==> config.mk <==
export PLATFORM = sky130hd
export DESIGN_NAME = mult8_seq
export DESIGN_NICKNAME = d
export VERILOG_FILES = /design/src/rtl/mult8_pkg.sv /design/src/rtl/adder.sv /design/src/rtl/mult8_seq.sv
export SDC_FILE = /design/constraint.sdc
export NUM_CORES = 1
export LEC_CHECK = 0
export BUFFER_PORTS_ARGS = -buffer_cell sky130_fd_sc_hd__buf_2
export CORE_MARGIN = 10
export CORE_UTILIZATION = 60
export CTS_CLUSTER_DIAMETER = 60
export DETAILED_ROUTE_END_ITERATION = 10
export PLACE_DENSITY = 0.84
export SLEW_MARGIN = 30
export SYNTH_ARGS = -nofsm -noshare
export SYNTH_HDL_FRONTEND = slang
export SYNTH_HIERARCHICAL = 1
export SYNTH_SLANG_ARGS = --single-unit
==> constraint.sdc <==
create_clock -name CLK -period 6.2 [get_ports CLK]
set_clock_uncertainty 0.2 [all_clocks]
set_input_delay 1.24 -clock CLK [delete_from_list [all_inputs] [get_ports CLK]]
set_output_delay 1.24 -clock CLK [all_outputs]
set_load 0.02 [all_outputs]
==> src/rtl/mult8_pkg.sv <==
// -----------------------------------------------------------------------------
// mult8_pkg
// Shared definitions for the sequential 8x8 shift-and-add multiplier:
//   - FSM state encoding (state_e)
//   - datapath width W and iteration-counter width/limit
// -----------------------------------------------------------------------------
package mult8_pkg;

   localparam int W     = 8;
   localparam int CNT_W = 3;

   localparam logic [CNT_W-1:0] CNT_LAST = 3'd7;

   // 2'd3 is unused; the FSM steers it back to ST_IDLE on the next edge.
   typedef enum logic [1:0] {
      ST_IDLE = 2'd0,
      ST_RUN  = 2'd1,
      ST_DONE = 2'd2
   } state_e;

endpackage : mult8_pkg

==> src/rtl/adder.sv <==
// -----------------------------------------------------------------------------
// adder
// 8-bit carry-lookahead adder built from two 4-bit lookahead groups.
//   A, B  in  8  operands
//   CI    in  1  carry in
//   Y     out 8  sum
//   CO    out 1  carry out of bit 7
//   V     out 1  signed overflow
//   N     out 1  sign of the sum (Y[7])
//   Z     out 1  sum is zero
// -----------------------------------------------------------------------------
module adder
   import mult8_pkg::*;
(
   input  logic [W-1:0] A,
   input  logic [W-1:0] B,
   input  logic         CI,
   output logic [W-1:0] Y,
   output logic         CO,
   output logic         V,
   output logic         N,
   output logic         Z
);

   logic [W-1:0] gen;
   logic [W-1:0] prop;
   logic [W:0]   carry;

   // Group generate/propagate for each 4-bit block
   logic         grp_g_lo;
   logic         grp_p_lo;
   logic         grp_g_hi;
   logic         grp_p_hi;

   assign gen  = A & B;
   assign prop = A ^ B;

   assign grp_g_lo = gen[3] | (prop[3] & gen[2]) | (prop[3] & prop[2] & gen[1])
                   | (prop[3] & prop[2] & prop[1] & gen[0]);
   assign grp_p_lo = &prop[3:0];
   assign grp_g_hi = gen[7] | (prop[7] & gen[6]) | (prop[7] & prop[6] & gen[5])
                   | (prop[7] & prop[6] & prop[5] & gen[4]);
   assign grp_p_hi = &prop[7:4];

   // NOTE: every signal written here gets a value on every path, so no latch is inferred.
   always_comb begin
      carry    = '0;
      carry[0] = CI;
      // Block carry-ins come from lookahead, not from rippling across blocks
      carry[4] = grp_g_lo | (grp_p_lo & CI);
      carry[8] = grp_g_hi | (grp_p_hi & carry[4]);
      // Carries inside each block, fully expanded from the block carry-in
      carry[1] = gen[0] | (prop[0] & carry[0]);
      carry[2] = gen[1] | (prop[1] & gen[0]) | (prop[1] & prop[0] & carry[0]);
      carry[3] = gen[2] | (prop[2] & gen[1]) | (prop[2] & prop[1] & gen[0])
               | (prop[2] & prop[1] & prop[0] & carry[0]);
      carry[5] = gen[4] | (prop[4] & carry[4]);
      carry[6] = gen[5] | (prop[5] & gen[4]) | (prop[5] & prop[4] & carry[4]);
      carry[7] = gen[6] | (prop[6] & gen[5]) | (prop[6] & prop[5] & gen[4])
               | (prop[6] & prop[5] & prop[4] & carry[4]);
   end

   assign Y  = prop ^ carry[W-1:0];
   assign CO = carry[W];
   assign V  = carry[W] ^ carry[W-1];
   assign N  = Y[W-1];
   assign Z  = (Y == '0);

endmodule : adder

==> src/rtl/mult8_seq.sv <==
// -----------------------------------------------------------------------------
// mult8_seq
// Sequential 8x8 unsigned shift-and-add multiplier, 16-bit product.
// One multiply takes 9 cycles from the accepting edge to the DONE cycle.
//   CLK    in  1   clock, rising edge
//   RST_N  in  1   asynchronous active-low reset
//   START  in  1   request; accepted only in IDLE or DONE
//   A      in  8   multiplicand, captured on accepted START
//   B      in  8   multiplier, captured on accepted START
//   P      out 16  last completed product
//   BUSY   out 1   high while iterating
//   DONE   out 1   one-cycle pulse when P has just been updated
//   Z      out 1   P == 0
//   HI_NZ  out 1   product does not fit in 8 bits
// -----------------------------------------------------------------------------
module mult8_seq
   import mult8_pkg::*;
(
   input  logic           CLK,
   input  logic           RST_N,
   input  logic           START,
   input  logic [W-1:0]   A,
   input  logic [W-1:0]   B,
   output logic [2*W-1:0] P,
   output logic           BUSY,
   output logic           DONE,
   output logic           Z,
   output logic           HI_NZ
);

   state_e               state_q,  state_d;
   logic [CNT_W-1:0]     cnt_q,    cnt_d;
   logic [W-1:0]         m_q,      m_d;   // multiplicand
   logic [W-1:0]         h_q,      h_d;   // upper half of partial product
   logic [W-1:0]         l_q,      l_d;   // lower half / remaining multiplier bits
   logic [2*W-1:0]       p_q,      p_d;
   logic                 busy_q,   busy_d;
   logic                 done_q,   done_d;

   logic [W-1:0]         add_y;
   logic                 add_co;
   logic                 add_v;
   logic                 add_n;
   logic                 add_z;
   logic [2*W-1:0]       shift_hl;

   adder u_adder (
      .A  (h_q),
      .B  (m_q),
      .CI (1'b0),
      .Y  (add_y),
      .CO (add_co),
      .V  (add_v),
      .N  (add_n),
      .Z  (add_z)
   );

   // Overflow, sign and zero flags of the adder have no role in multiplication
   logic unused_adder_flags;
   assign unused_adder_flags = add_v ^ add_n ^ add_z;

   // One iteration: conditionally add M into H, then shift {carry, H, L} right
   assign shift_hl = l_q[0] ? {add_co, add_y, l_q[W-1:1]}
                            : {1'b0,   h_q,   l_q[W-1:1]};

   always_comb begin
      state_d = state_q;
      cnt_d   = cnt_q;
      m_d     = m_q;
      h_d     = h_q;
      l_d     = l_q;
      p_d     = p_q;

      unique case (state_q)
         ST_IDLE: begin
            if (START) begin
               state_d = ST_RUN;
               m_d     = A;
               h_d     = '0;
               l_d     = B;
               cnt_d   = '0;
            end
         end

         ST_RUN: begin
            {h_d, l_d} = shift_hl;
            if (cnt_q == CNT_LAST) begin
               state_d = ST_DONE;
               p_d     = shift_hl;
            end else begin
               cnt_d = cnt_q + 1'b1;
            end
         end

         ST_DONE: begin
            if (START) begin
               state_d = ST_RUN;
               m_d     = A;
               h_d     = '0;
               l_d     = B;
               cnt_d   = '0;
            end else begin
               state_d = ST_IDLE;
            end
         end

         default: state_d = ST_IDLE;
      endcase

      // Flags are registered from the next state so they line up with state_q
      busy_d = (state_d == ST_RUN);
      done_d = (state_d == ST_DONE);
   end

   // NOTE: sequential state uses non-blocking assignments so every flop samples pre-edge values.
   always_ff @(posedge CLK or negedge RST_N) begin
      if (!RST_N) begin
         state_q <= ST_IDLE;
         cnt_q   <= '0;
         m_q     <= '0;
         h_q     <= '0;
         l_q     <= '0;
         p_q     <= '0;
         busy_q  <= 1'b0;
         done_q  <= 1'b0;
      end else begin
         state_q <= state_d;
         cnt_q   <= cnt_d;
         m_q     <= m_d;
         h_q     <= h_d;
         l_q     <= l_d;
         p_q     <= p_d;
         busy_q  <= busy_d;
         done_q  <= done_d;
      end
   end

   assign P     = p_q;
   assign BUSY  = busy_q;
   assign DONE  = done_q;
   assign Z     = (p_q == '0);
   assign HI_NZ = |p_q[2*W-1:W];

endmodule : mult8_seq

==> flow_summary.ini <==
[setup_path]
regToRegSetupSlack_ps = 3680
arrival_ps = 1340
startpoint_type = register
critPathMaxFanout = 3
crit_type = register to primary output
cp.required_ps = 4760
r2r-end = P[11]$_DFFE_PN0N_
r2r.worst_path.cells = 9
reg2reg_from = h_q[1]$_DFFE_PN0P_
cp-end-kind = primary output

[grt]
grt-ovfl-total = 0
grt_max_degree = 48
grt_pass1_wl_um = 7670
antenna_found_initial = 0
grt_usage_pct = 14.7
grt_pass1_vias = 1604

[route]
wl_per_cell_um = 16.6
ant_nets = 0
via_count = 1602
drc = 0
first_pass_iters = 4
first_iter_violations = 79
wl_um = 4680
vias_per_cell = 5.68

[clock_tree]
cts_resized = 0
cts_hold_buf = 0
cts_max_path_buffers = 2
numCtsBuffers = 5
clockRootBuffer = clkbuf_8
tritoncts = built
clkLatencyLatePin_ps = 300
clock-sinks = 47
path_clk_slew_ps = 90
htree_levels = 2
postCtsSetupBuffers = 0

[timing]
hold_viol = 0
fin_crit_ps = 2780
max_freq_mhz = 360
setup_tns_ps = 0
drv_slew = 0
finalCritPeriodShare_pct = 44.9
rsz0062_at_grt = false
worstMarginPinSlew_ps = 771
setup_viol = 0
worst_slack_ps = 3420
slew_headroom_pct = 48.6

[final_layout]
drive_above_1_share_pct = 29.9
antennaDiodeCount = 0
synthToLayoutAreaGrowth_pct = 13.9
design_area_um2 = 2660
fillers = 271
nets = 264

[logic_synthesis]
syn-cell-area_um2 = 2330
synth_warnings = 6
synthCells = 197
syn_area_per_cell_um2 = 11.9

[placed_design]
gp_congestion = 0.778
placed_cell_area_um2 = 2530
dp_slack_ps = 3460
io_buffer_count = 38
hpwl_um = 3380

[min_path]
hold_path_end = P[14]$_DFFE_PN0N_
hold_class = register to register
holdPathStages = 2
min_from = P[14]$_DFFE_PN0N_

[power]
leakage_uw = 0.00129
powerDensity_nw_per_um2 = 614
peakVddDrop_uv = 230
power_uw = 1630

[job]
cap_viol_max_count = 0

[die]
pin_count = 39
die_width_um = 82.4
core_area_um2 = 3720
start_util_pct = 62.8
dieArea_um2 = 6790
dieHeight_um = 82.4
num_rows = 22

[status]
status = finished clean
-- cells in the final DEF (no fill, tap or decap), types with 2 or more instances in the layout --
cell type,n
inv_1,7
dfrtp_1,47
nor2_1,6
o21ai_1,7
nand2_1,13
a22o_1,3
mux2i_1,15
ha_1,10
mux2_2,16
nand2b_1,3
conb_1,2
fa_1,2
buf_2,37
xnor2_1,3
clkbuf_8,5
nor4_1,4
nor2b_1,2
xor2_1,2
bufinv_16,2
nand3_1,8
o2bb2ai_1,7
o21ai_0,16
-- report_power, final --
group          switching [uW]  internal (uW)
Combinational             425            355
Clock                     101            161
Sequential                137            453
Total                     663            969
-- flip-flops by register name (all words and copies together), names as in the netlist --
name,count
P,16
h_q,8
l_q,8
m_q,8
cnt_q,3
state_q,2
BUSY,1
DONE,1
-- stage by stage --
step	hold slack [ps]	util (%)	cells
floorplan	283	-	198
global placement	283	67.9	274
detailed placement	294	68.0	274
CTS	313	71.6	282
global route	330	71.6	282
finish	310	71.6	282
-- worst max-delay path by stage --
stage                            from                  to  slack, ps  depth (start not counted)
finish              P[13]$_DFFE_PN0N_                   Z       3420                          4
global route        P[13]$_DFFE_PN0N_                   Z       3240                          4
CTS                  P[0]$_DFFE_PN0N_                   Z       3390                          4
detailed placement              START  l_q[3]$_DFFE_PN0P_       3460                          4
global placement                START  l_q[2]$_DFFE_PN0P_       3500                          4
floorplan            P[9]$_DFFE_PN0N_                   Z       3490                          3
-- final cells by class --
type / instances / area [um2] / area share, %
well taps: 48 / 60.1 / 2.26
repair buffers: 38 / 193 / 7.24
multi-input cells: 134 / 1070 / 40.3
flip-flops and latches: 47 / 1180 / 44.2
clock buffers: 6 / 72.6 / 2.73
inverters: 7 / 26.3 / 0.988
clock inverters: 2 / 60.1 / 2.26
-- layer usage --
layer  GRT usage [%]  wire length, um  share of wire [%]  vias to the layer above
met3            3.78              353                7.6                        6
met2            23.0             2080                 45                       39
met4            5.10               60                1.3                        0
li1                -                -                  -                      780
met1            19.2             2180                 47                      777
met5               0                0                  0                        -
-- critical path: stages, from the launching register on --
cell and delay, ps:
dfrtp_1 400, nor4_1 280, nand2_1 100, nor2_1 100, buf_2 160
No activity file was read; power rests on OpenSTA's default activity.
